--- config.mk ---
export PLATFORM = sky130hd
export DESIGN_NAME = ex
export DESIGN_NICKNAME = d
export VERILOG_FILES = /design/src/rtl/ex.sv
export SDC_FILE = /design/constraint.sdc
export NUM_CORES = 1
export LEC_CHECK = 0
export BUFFER_PORTS_ARGS = -buffer_cell sky130_fd_sc_hd__buf_2
export CORE_MARGIN = 5
export CORE_UTILIZATION = 41
export DETAILED_ROUTE_END_ITERATION = 16
export PLACE_DENSITY = 0.72
export SETUP_SLACK_MARGIN = 0.1
export SYNTH_ARGS = -nofsm -noshare
export SYNTH_HDL_FRONTEND = slang
export SYNTH_SLANG_ARGS = --single-unit
--- constraint.sdc ---
create_clock -name clk -period 5.63 [get_ports clk]
set_input_delay 1.689 -clock clk [delete_from_list [all_inputs] [get_ports clk]]
set_output_delay 1.689 -clock clk [all_outputs]
set_load 0.005 [all_outputs]
--- src/rtl/ex.sv ---
// Execute stage: logic/shift ALU plus a multi-cycle restoring divider for HI/LO.
// Latency: logic/shift results are combinational; divide ends 33 cycles after issue (2 cycles for divide-by-zero).
// Backpressure: stallreq_o holds the upstream pipeline until the divider reaches its END state.
module ex (
   input  logic        clk,
   input  logic        rst,
   input  logic [7:0]  aluop_i,
   input  logic [2:0]  alusel_i,
   input  logic [31:0] reg1_i,
   input  logic [31:0] reg2_i,
   input  logic [4:0]  wd_i,
   input  logic        wreg_i,
   output logic [4:0]  wd_o,
   output logic        wreg_o,
   output logic [31:0] wdata_o,
   output logic        whilo_o,
   output logic [31:0] hi_o,
   output logic [31:0] lo_o,
   output logic        stallreq_o
);

   localparam logic [7:0] OP_OR   = 8'b00100101;
   localparam logic [7:0] OP_AND  = 8'b00100100;
   localparam logic [7:0] OP_XOR  = 8'b00100110;
   localparam logic [7:0] OP_NOR  = 8'b00100111;
   localparam logic [7:0] OP_SLL  = 8'b01111100;
   localparam logic [7:0] OP_SRL  = 8'b00000010;
   localparam logic [7:0] OP_SRA  = 8'b00000011;
   localparam logic [7:0] OP_DIV  = 8'b00011010;
   localparam logic [7:0] OP_DIVU = 8'b00011011;

   localparam logic [2:0] SEL_LOGIC = 3'b001;
   localparam logic [2:0] SEL_SHIFT = 3'b010;

   typedef enum logic [1:0] {
      S_IDLE    = 2'd0,
      S_DIVZERO = 2'd1,
      S_ON      = 2'd2,
      S_END     = 2'd3
   } div_state_t;

   div_state_t  state, next_state;
   logic [5:0]  cnt;
   logic [31:0] divisor;
   logic [31:0] quo;       // holds the dividend at start, shifted out as quotient bits shift in
   logic [31:0] rem;
   logic        neg_quo;
   logic        neg_rem;

   logic        is_div;
   logic        is_signed;
   logic [31:0] abs1, abs2;
   logic [32:0] trial;
   logic [32:0] diff;
   logic [31:0] logic_res, shift_res;

   assign is_div    = (aluop_i == OP_DIV) || (aluop_i == OP_DIVU);
   assign is_signed = (aluop_i == OP_DIV);
   assign abs1      = (is_signed && reg1_i[31]) ? (~reg1_i + 32'd1) : reg1_i;
   assign abs2      = (is_signed && reg2_i[31]) ? (~reg2_i + 32'd1) : reg2_i;

   // One restoring step: shift next dividend bit into the partial remainder and try a subtract.
   assign trial = {rem, quo[31]};
   assign diff  = trial - {1'b0, divisor};

   // Logic unit result; unknown opcodes give zero.
   always_comb begin
      logic_res = 32'd0;
      case (aluop_i)
         OP_OR:   logic_res = reg1_i | reg2_i;
         OP_AND:  logic_res = reg1_i & reg2_i;
         OP_XOR:  logic_res = reg1_i ^ reg2_i;
         OP_NOR:  logic_res = ~(reg1_i | reg2_i);
         default: logic_res = 32'd0;
      endcase
   end

   // Shift unit result: value in reg2, amount in reg1[4:0].
   always_comb begin
      shift_res = 32'd0;
      case (aluop_i)
         OP_SLL:  shift_res = reg2_i << reg1_i[4:0];
         OP_SRL:  shift_res = reg2_i >> reg1_i[4:0];
         OP_SRA:  shift_res = $unsigned($signed(reg2_i) >>> reg1_i[4:0]);
         default: shift_res = 32'd0;
      endcase
   end

   // Divider state register.
   always_ff @(posedge clk) begin
      if (rst) state <= S_IDLE;
      else     state <= next_state;
   end

   // Divider next-state logic.
   always_comb begin
      next_state = state;
      case (state)
         S_IDLE: begin
            if (is_div) next_state = (reg2_i == 32'd0) ? S_DIVZERO : S_ON;
         end
         S_DIVZERO: next_state = S_END;
         S_ON:      next_state = (cnt == 6'd31) ? S_END : S_ON;
         S_END:     next_state = S_IDLE;
         default:   next_state = S_IDLE;
      endcase
   end

   // Divider datapath: operands and result signs are captured only in IDLE so later input changes are ignored.
   always_ff @(posedge clk) begin
      if (rst) begin
         cnt     <= 6'd0;
         divisor <= 32'd0;
         quo     <= 32'd0;
         rem     <= 32'd0;
         neg_quo <= 1'b0;
         neg_rem <= 1'b0;
      end else begin
         case (state)
            S_IDLE: begin
               cnt <= 6'd0;
               if (is_div && reg2_i != 32'd0) begin
                  quo     <= abs1;
                  divisor <= abs2;
                  rem     <= 32'd0;
                  neg_quo <= is_signed && (reg1_i[31] != reg2_i[31]);
                  neg_rem <= is_signed && reg1_i[31];
               end
            end
            S_DIVZERO: begin
               quo     <= 32'd0;
               rem     <= 32'd0;
               neg_quo <= 1'b0;
               neg_rem <= 1'b0;
            end
            S_ON: begin
               cnt <= cnt + 6'd1;
               if (!diff[32]) begin
                  rem <= diff[31:0];
                  quo <= {quo[30:0], 1'b1};
               end else begin
                  rem <= trial[31:0];
                  quo <= {quo[30:0], 1'b0};
               end
            end
            default: ;
         endcase
      end
   end

   // Outputs: GPR result, HI/LO only in END, stall while a divide is pending; all forced to zero under reset.
   always_comb begin
      wd_o       = 5'd0;
      wreg_o     = 1'b0;
      wdata_o    = 32'd0;
      whilo_o    = 1'b0;
      hi_o       = 32'd0;
      lo_o       = 32'd0;
      stallreq_o = 1'b0;
      if (!rst) begin
         wd_o   = wd_i;
         wreg_o = wreg_i;
         case (alusel_i)
            SEL_LOGIC: wdata_o = logic_res;
            SEL_SHIFT: wdata_o = shift_res;
            default:   wdata_o = 32'd0;
         endcase
         case (state)
            S_IDLE:    stallreq_o = is_div;
            S_DIVZERO: stallreq_o = 1'b1;
            S_ON:      stallreq_o = 1'b1;
            S_END: begin
               whilo_o = 1'b1;
               lo_o    = neg_quo ? (~quo + 32'd1) : quo;
               hi_o    = neg_rem ? (~rem + 32'd1) : rem;
            end
            default: ;
         endcase
      end
   end

endmodule

==> reports/metrics.cfg, run 1 <==
[timing]
fin_hold_ws_ps = 476
min_period_ps = 5480
fin_crit_sh = 0.974
fin_skew_ps = 8.10
maxSlewViolCount = 0
slew_headroom = 0.250
tns_ps = 0
tightest_slew_ps = 1120
setup_ws_ps = 149
fmax_mhz = 182
setup_violations = 0
rsz0062_at_grt = true
final-hold-violation-count = 0

[cells_and_area]
syn2layout_area_growth_pct = 19.6
final_area_um2 = 18100
stdcell_count = 2761
nets = 2475
layout-drive-gt1-share = 0.221
utilization = 0.496

[pwr]
intPower_mw = 1.60
p_seq_frac = 0.306
switching_power_mw = 1.05
leakagePower_nw = 7.67
vdd_drop_max_uv = 124
power_density_nw_per_um2 = 146
pwr-share-clk = 0.237
total_power_mw = 2.65
sw_frac_of_total = 0.398
p_comb_frac = 0.458

[floorplanning]
die_h_um = 202
core_um2 = 36500
die-area_um2 = 40900
rows = 70
die_w_um = 202
start_util = 0.415
io_pins = 187

[clock_tree]
cts_buffer_depth = 2
cts.reportedPaths.clkPinSlew_ps = 60
cts.sinks = 106
clockRootBuffer = clkbuf_16
htree_levels = 3
cts_made_buffers = 9
cts_tree = built
hold_buffers = 0
clock_latency_ps = 360

[placed_design]
placed_cell_area_um2 = 17300
pre_cts_ws_ps = -169
io_buffers = 186
gp_congestion = 1.04
hpwl_mm = 47.9
dp_cells = 2719

[grt]
grt_pass1_vias = 15600
use_met2 = 0.454
overflow = 0
grt_pass1_wl_mm = 94.2
grt_max_degree = 66
met3_usage = 0.0411
antenna_found_initial = 7
grtUsageMet1 = 0.387
grt_use_total = 0.287
grt.busiest_layer = met2

[synthesis]
synth_area_leaders = dfxtp_1 (14%), ha_1 (8.8%), mux4_2 (8.6%), nor2_1 (7.3%), o21ai_0 (5.5%)
syn_area_um2 = 15200
synth_xor_area_frac = 0.0797
yosysTopAreaCell = dfxtp_1
synthSimpleGateAreaFrac = 0.211
synthMuxAreaShare = 0.153
yosysWarnings = 0
synth_top_cells_by_count = nor2_1 (294), nand2_1 (182), o21ai_0 (167)
synthFlopType = dfxtp_1
synthAdderAreaFrac = 0.0896
avgSynthCellArea_um2 = 7.23
synth_compound_area_frac = 0.249
synth_edf_count = 0
syn_nets = 2288
synth-seq-area-share = 0.140
synth_top_area_frac = 0.140
async_flop_share = 0
synth_cell_types = 75
syn_inst = 2097
synth_top_family_by_area = compound AO/OA/AOI/OAI gates
ys_seq_elements = 106
synth.most_common_cell = nor2_1

[job]
drv_cap = 0

[setup_path]
worst-endpoint-arrival_ps = 3790
critical-path-top-delay-family = multiplexers
max_stage_delay_ps = 550
critPathMaxFanout = 11
endpoint_kind = output pin
reg2reg_slack_ps = 1690
crit_path_top_delay_cell = mux4_2
required_ps = 3940
critPathLaunchType = input port
worstSetupPathType = input port to output pin
cp.buffers_inverters = 2
crit_chain = clkbuf_4, mux4_2, mux4_2, a221oi_1, a21oi_1, o21ai_1, a21oi_1, buf_2

[worst_hold_path]
hp-class = flop to flop

[drt]
detail_route.wl_per_cell_um = 22.6
vias = 17200
dr.pass1.iters = 6
post_drt_via_cell_ratio = 6.24
drtIter0Drc = 2052
wirelength_mm = 62.5
drc = 0
ant_nets = 0

[status]
status = finished, final reports clean

[power groups by stage]
stage	sequential, mW	combinational, mW	clock, mW
floorplan	0.815	0.750	0
global placement	0.824	1.12	0
detailed placement	0.826	1.13	0
CTS	0.809	1.15	0.634
global route	0.814	1.29	0.666
finish	0.810	1.21	0.627
[area by class of cell]
class                   instances  area (um2)
multi-input cells            1686       12100
inverters                     127         477
clock buffers                   9         225
clock inverters                 5        56.3
diodes                          6        15.0
repair buffers                354        2560
well taps                     468         586
flip-flops and latches        106        2120
fillers                      3572       18400
[repair_timing]
| action | 4_1_cts | 5_1_grt |
|---|---|---|
| pin swaps | 5 | 13 |
| resized for setup | 26 | 45 |
| setup buffers | 6 | 10 |
| endpoints found under the hold margin | 0 | 0 |
| setup endpoints to repair | 32 | 32 |
| cloned | 2 | 4 |
[layer usage]
metal	wire length [um]	part of all wire
met5	12	0.00019
met3	5320	0.085
met4	3420	0.055
met2	27800	0.44
met1	26000	0.42
[worst register-to-register path, stage by stage (launching register included)]
cell,delay (ps)
dfxtp_1,410
ha_1,430
o21ai_0,140
a2111oi_0,490
o31ai_1,240
a2111oi_1,840
o31ai_1,170
o211ai_1,160
buf_4,430
mux2_2,410
o21ai_0,150
[flip-flops by register name, indices dropped and copies added, names as in the netlist]
name,cells
state,2
neg_quo,1
cnt,6
quo,32
divisor,32
rem,32
neg_rem,1
[cells by family after synthesis]
group,after synthesis
AO/OA/AOI/OAI,585
adder cells (fa/ha/maj),108
AND/OR/NAND/NOR,697
multiplexers,157
flip-flops,106
XOR/XNOR,138
buffers and inverters,306
[cells in the final DEF, fill, tap and decap left out, drive strengths merged, types with 58 or more instances in the layout]
| cell type | netlist | layout |
|---|---|---|
| a21oi | 136 | 136 |
| buf | 35 | 350 |
| dfxtp | 106 | 106 |
| ha | 107 | 107 |
| inv | 126 | 128 |
| mux2i | 82 | 82 |
| mux4 | 58 | 58 |
| nand2 | 182 | 183 |
| nor2 | 294 | 294 |
| o21ai | 167 | 167 |
| xnor2 | 82 | 82 |
[path summary, 6_finish.rpt]
path,end,cells past startpoint,from
setup / recovery,wdata_o[24],8,reg2_i[17]
hold / removal,divisor[31]$_SDFFE_PP0P_,2,divisor[31]$_SDFFE_PP0P_
hold reg to reg,divisor[31]$_SDFFE_PP0P_,2,divisor[31]$_SDFFE_PP0P_
setup reg to reg,rem[0]$_SDFFE_PP0P_,10,rem[6]$_SDFFE_PP0P_
No activity file was read; power rests on OpenSTA's default activity.
==> inputs of run 2 (changes only) <==
--- a/config.mk
+++ b/config.mk
@@ -9,7 +9,7 @@
 export CORE_MARGIN = 5
 export CORE_UTILIZATION = 41
 export DETAILED_ROUTE_END_ITERATION = 16
-export PLACE_DENSITY = 0.72
+export PLACE_DENSITY_LB_ADDON = 0.08
 export SETUP_SLACK_MARGIN = 0.1
 export SYNTH_ARGS = -nofsm -noshare
 export SYNTH_HDL_FRONTEND = slang
==> run 2 against run 1 <==
Compared with the run above:
- clock-buffer cell count up 2
- clock power up 3.3%
- fmax down 1.4%
- largest power group unchanged
- via count about the same
- hold slack better by 20 ps
- clock skew up 8.2 ps
- highest routed layer unchanged
- global-route usage up 2.4 points
==> reports/metrics.cfg, run 2 (synthesis results as in run 1) <==
[grt]
antenna_found_initial = 4
grt_pass1_wl_mm = 99.7
grt_pass1_vias = 15900
overflow = 0
grt_use_total = 0.311
grt_max_degree = 81

[clock_tree]
cts.sinks = 106
clockRootBuffer = clkbuf_16
hold_buffers = 0
clock_latency_ps = 360
htree_levels = 3
cts_tree = built
cts_made_buffers = 9
cts_buffer_depth = 2
cts.reportedPaths.clkPinSlew_ps = 80

[drt]
vias = 17200
ant_nets = 0
post_drt_via_cell_ratio = 6.18
wirelength_mm = 66.9
dr.pass1.iters = 6
drc = 0
detail_route.wl_per_cell_um = 24.0
drtIter0Drc = 1484

[setup_path]
crit_end = wdata_o[7]
endpoint_kind = output pin
required_ps = 3940
worst-endpoint-arrival_ps = 3870
worstSetupPathType = input port to output pin
critPathLaunchType = input port
reg2reg_slack_ps = 1300
rr_startpoint = rem[10]$_SDFFE_PP0P_
regToRegEndpoint = rem[0]$_SDFFE_PP0P_
startpoint = aluop_i[5]
reg2regPathDepth = 10
critPathMaxFanout = 4

[floorplanning]
die_w_um = 202
io_pins = 187
die-area_um2 = 40900
die_h_um = 202
core_um2 = 36500
rows = 70
start_util = 0.415

[placed_design]
placed_cell_area_um2 = 17500
pre_cts_ws_ps = -313
gp_congestion = 0.982
io_buffers = 186
hpwl_mm = 53.4

[cells_and_area]
layout-drive-gt1-share = 0.231
final_cell_mix = nor2_1 (290), buf_2 (180), nand2_1 (179), buf_4 (171), o21ai_0 (155)
fill_cells = 3715
area.sequential_um2 = 2120
syn2layout_area_growth_pct = 20.6
multi_input_area_um2 = 12100
final_common_cell = nor2_1
utilization = 0.500
reg_top3 = divisor x32, quo x32, rem x32
nets = 2500
final_area_um2 = 18300

[timing]
setup_violations = 0
min_period_ps = 5560
final-hold-violation-count = 0
fin_skew_ps = 16.3
maxSlewViolCount = 0
fin_crit_sh = 0.987
slew_headroom = 0.244
setup_ws_ps = 72.1
fmax_mhz = 180
rsz0062_at_grt = true
tightest_slew_ps = 1130

[pwr]
power_density_nw_per_um2 = 147
leakagePower_nw = 7.80
vdd_drop_max_uv = 151
total_power_mw = 2.69

[job]
drv_cap = 0

[worst_hold_path]
hp-class = flop to flop

[status]
status = finished, final reports clean

run 2: critical path, stage by stage:
cell      delay (ps)
buf_6             90
or4b_4           580
buf_6            150
nor4_4           110
buf_4            200
buf_6            120
buf_6            120
nand2_4           50
o221ai_2         150
nand3_1          120
a21oi_2          250
buf_4            160
buf_6             80
run 2: area by class of cell:
type,instances,share of cell area
Clock buffer,11,0.0138
Sequential cell,106,0.116
Inverter,127,0.0261
Antenna cell,3,0.000411
Timing Repair Buffer,380,0.148
Tap cell,468,0.0320
Clock inverter,5,0.00240
Multi-Input combinational cell,1685,0.661
run 2: per-layer routing:
layer  global-route usage  vias to the layer above  routed length [um]
met3               0.0414                      147                5100
met2                0.485                      820               29700
met5                    0                        -                  12
li1                     -                     8015                   -
met4                0.151                        2                3560
met1                0.426                     8230               28600
run 2: worst min path at each step:
stage | start | endpoint | slack, ps | cells past startpoint
after floorplan | divisor[31]$_SDFFE_PP0P_ | divisor[31]$_SDFFE_PP0P_ | 450 | 2
after global placement | divisor[18]$_SDFFE_PP0P_ | divisor[18]$_SDFFE_PP0P_ | 480 | 2
after detailed placement | cnt[5]$_SDFFE_PP0P_ | cnt[5]$_SDFFE_PP0P_ | 480 | 1
after CTS | cnt[5]$_SDFFE_PP0P_ | cnt[5]$_SDFFE_PP0P_ | 500 | 1
after global routing | divisor[4]$_SDFFE_PP0P_ | divisor[4]$_SDFFE_PP0P_ | 520 | 2
final | divisor[18]$_SDFFE_PP0P_ | divisor[18]$_SDFFE_PP0P_ | 500 | 2
run 2: per-stage QoR:
stage	hold WS, ps	TNS [ps]	std cells
CTS	503	0	2781
global placement	478	-5610	2757
floorplan	445	0	2097
global route	522	0	2785
detailed placement	484	-5020	2757
finish	496	0	2785
run 2: timing repair:
item                       4_1_cts  5_1_grt
resized for setup               29       45
setup endpoints to repair       32       30
gates cloned                     3        0
buffers inserted                 5        1
pin swaps                        8       25
run 2: where the power goes:
| group | total, mW | switching (mW) | internal [mW] |
|---|---|---|---|
| Clock | 0.648 | 0.317 | 0.331 |
| Sequential | 0.810 | 0.0359 | 0.774 |
| Combinational | 1.24 | 0.753 | 0.482 |
| Total | 2.69 | 1.11 | 1.59 |
==> inputs of run 3 (changes only) <==
--- a/config.mk
+++ b/config.mk
@@ -7,9 +7,10 @@
 export LEC_CHECK = 0
 export BUFFER_PORTS_ARGS = -buffer_cell sky130_fd_sc_hd__buf_2
 export CORE_MARGIN = 5
-export CORE_UTILIZATION = 41
+export CORE_UTILIZATION = 45
 export DETAILED_ROUTE_END_ITERATION = 16
 export PLACE_DENSITY_LB_ADDON = 0.08
+export REMOVE_ABC_BUFFERS = 1
 export SETUP_SLACK_MARGIN = 0.1
 export SYNTH_ARGS = -nofsm -noshare
 export SYNTH_HDL_FRONTEND = slang
==> run 3 against run 2 <==
Compared with the run above:
- hold slack worse by 17 ps
- critical endpoint is now wdata_o[3]
- wire length down 8.2%
- highest routed layer is now met4
- via count decreased by 1.8%
- setup slack lost 130 ps
- the flow now finishes with violations (setup timing)
- largest cell class unchanged
==> reports/metrics.cfg, run 3 (synthesis results as in run 1) <==
[floorplanning]
rows = 67
die_w_um = 194
die-area_um2 = 37500
start_util = 0.454
io_pins = 187
die_h_um = 194
core_um2 = 33400

[setup_path]
cp.buffers_inverters = 5
reg2regPathDepth = 10
reg2reg_slack_ps = 1370
critPathLaunchType = input port
startpoint = aluop_i[2]
crit_path_top_delay_cell = or4b_4
endpoint_kind = output pin
crit_chain = buf_6, or4b_4, buf_6, nor4_4, buf_6, o21ai_2, a311oi_2, buf_4, o211ai_1, a21oi_2, buf_2
rr_startpoint = rem[14]$_SDFFE_PP0P_
crit_end = wdata_o[3]
regToRegEndpoint = rem[1]$_SDFFE_PP0P_
crit_path_frequent_cell = buf_6
max_stage_delay_ps = 550
cp.depth = 11
critPathMaxFanout = 4
worst-endpoint-arrival_ps = 4000
critical-path-top-delay-family = simple AND/OR/NAND/NOR gates
required_ps = 3940
worstSetupPathType = input port to output pin

[grt]
grt_pass1_vias = 15700
grt_max_degree = 117
overflow = 0
grt_pass1_wl_mm = 94.1
grt_use_total = 0.313
antenna_found_initial = 1

[timing]
maxSlewViolCount = 0
min_period_ps = 5690
setup_violations = 1
slew_headroom = 0.206
setup_ws_ps = -60.5
rsz0062_at_grt = true
fmax_mhz = 176
fin_skew_ps = 14.2
tns_ps = -60.5
fin_crit_sh = 1.01
fin_hold_ws_ps = 480
final-hold-violation-count = 0
tightest_slew_ps = 1190

[clock_tree]
clockRootBuffer = clkbuf_16
cts_tree = built
htree_levels = 3
cts_made_buffers = 9
hold_buffers = 0
cts_buffer_depth = 2
cts.sinks = 106
clock_latency_ps = 370
cts.reportedPaths.clkPinSlew_ps = 70

[status]
violations = setup timing
status = finished, violations left

[pwr]
pwr-share-clk = 0.245
p_comb_frac = 0.453
intPower_mw = 1.59
switching_power_mw = 1.08
total_power_mw = 2.68
power_density_nw_per_um2 = 147
vdd_drop_max_uv = 172
p_seq_frac = 0.302
sw_frac_of_total = 0.405
leakagePower_nw = 7.76

[drt]
dr.pass1.iters = 6
post_drt_via_cell_ratio = 6.13
drc = 0
ant_nets = 0
detail_route.wl_per_cell_um = 22.3
drtIter0Drc = 1613
vias = 16900
wirelength_mm = 61.4

[placed_design]
io_buffers = 186
pre_cts_ws_ps = -322
placed_cell_area_um2 = 17500
hpwl_mm = 48.5
gp_congestion = 1.03

[cells_and_area]
final_common_cell = nor2_1
final_area_um2 = 18300
nets = 2496
reg_top3 = divisor x32, quo x32, rem x32
final_cell_mix = nor2_1 (289), nand2_1 (181), buf_2 (179), buf_4 (174), o21ai_0 (150)
syn2layout_area_growth_pct = 20.5
layout-drive-gt1-share = 0.237
antenna_cells = 0

[job]
drv_cap = 0

[worst_hold_path]
hp-class = flop to flop

run 3: changes by cell type in the layout (fill, tap and decap cells not counted), moves of 4 or more:
cell | before | now
mux2i_1 | 79 | 71
mux2i_2 | 3 | 9
a21oi_2 | 9 | 14
o21ai_1 | 10 | 14
a21oi_1 | 127 | 122
buf_6 | 11 | 7
o21ai_0 | 155 | 150
run 3: timing repair:
item,in CTS,in global routing
pin swaps,10,17
buffers inserted,2,7
setup endpoints to repair,32,34
resized for setup,43,53
gates cloned,0,2
run 3: through the flow:
step	cells	util
2_1_floorplan	1918	-
3_3_place_gp	2731	0.524
3_5_place_dp	2731	0.524
4_1_cts	2748	0.539
5_1_grt	2757	0.547
6_report	2757	0.547
run 3: area by class of cell:
| cell class | count | area [um2] |
|---|---|---|
| fillers | 3367 | 15100 |
| multi-input cells | 1685 | 12200 |
| repair buffers | 376 | 2610 |
| flip-flops and latches | 106 | 2120 |
| well taps | 448 | 561 |
| inverters | 127 | 477 |
| clock buffers | 10 | 229 |
| clock inverters | 5 | 63.8 |
run 3: layer usage:
metal,GRT usage,part of all wire,vias to the layer above
li1,-,-,7991
met1,0.445,0.44,8007
met2,0.481,0.43,802
met3,0.0590,0.088,100
met4,0.0973,0.035,0
met5,0,0,-
run 3: how the worst min path moves through the flow:
stage / cells past startpoint / endpoint / slack, ps / startpoint
global placement: 2 / divisor[31]$_SDFFE_PP0P_ / 470 / divisor[31]$_SDFFE_PP0P_
detailed placement: 2 / divisor[31]$_SDFFE_PP0P_ / 460 / divisor[31]$_SDFFE_PP0P_
global route: 2 / divisor[31]$_SDFFE_PP0P_ / 510 / divisor[31]$_SDFFE_PP0P_
CTS: 2 / divisor[31]$_SDFFE_PP0P_ / 480 / divisor[31]$_SDFFE_PP0P_
finish: 2 / divisor[31]$_SDFFE_PP0P_ / 480 / divisor[31]$_SDFFE_PP0P_
floorplan: 2 / divisor[31]$_SDFFE_PP0P_ / 440 / divisor[31]$_SDFFE_PP0P_
run 3: worst reg2reg max path, delay by kind of cell (launching register included):
kind                     cells  cell delay, ps
adder cells (fa/ha/maj)      1             440
flip-flops                   1             380
AND/OR/NAND/NOR              1             190
multiplexers                 1             460
buffers and inverters        1             490
AO/OA/AOI/OAI                6            2240
run 3: power by group through the flow:
| stage | combinational [mW] | clock [mW] | sequential (mW) |
|---|---|---|---|
| finish | 1.21 | 0.656 | 0.809 |
| global route | 1.30 | 0.707 | 0.814 |
| CTS | 1.17 | 0.675 | 0.808 |
| detailed placement | 1.15 | 0 | 0.826 |
| global placement | 1.13 | 0 | 0.824 |
| floorplan | 0.655 | 0 | 0.816 |
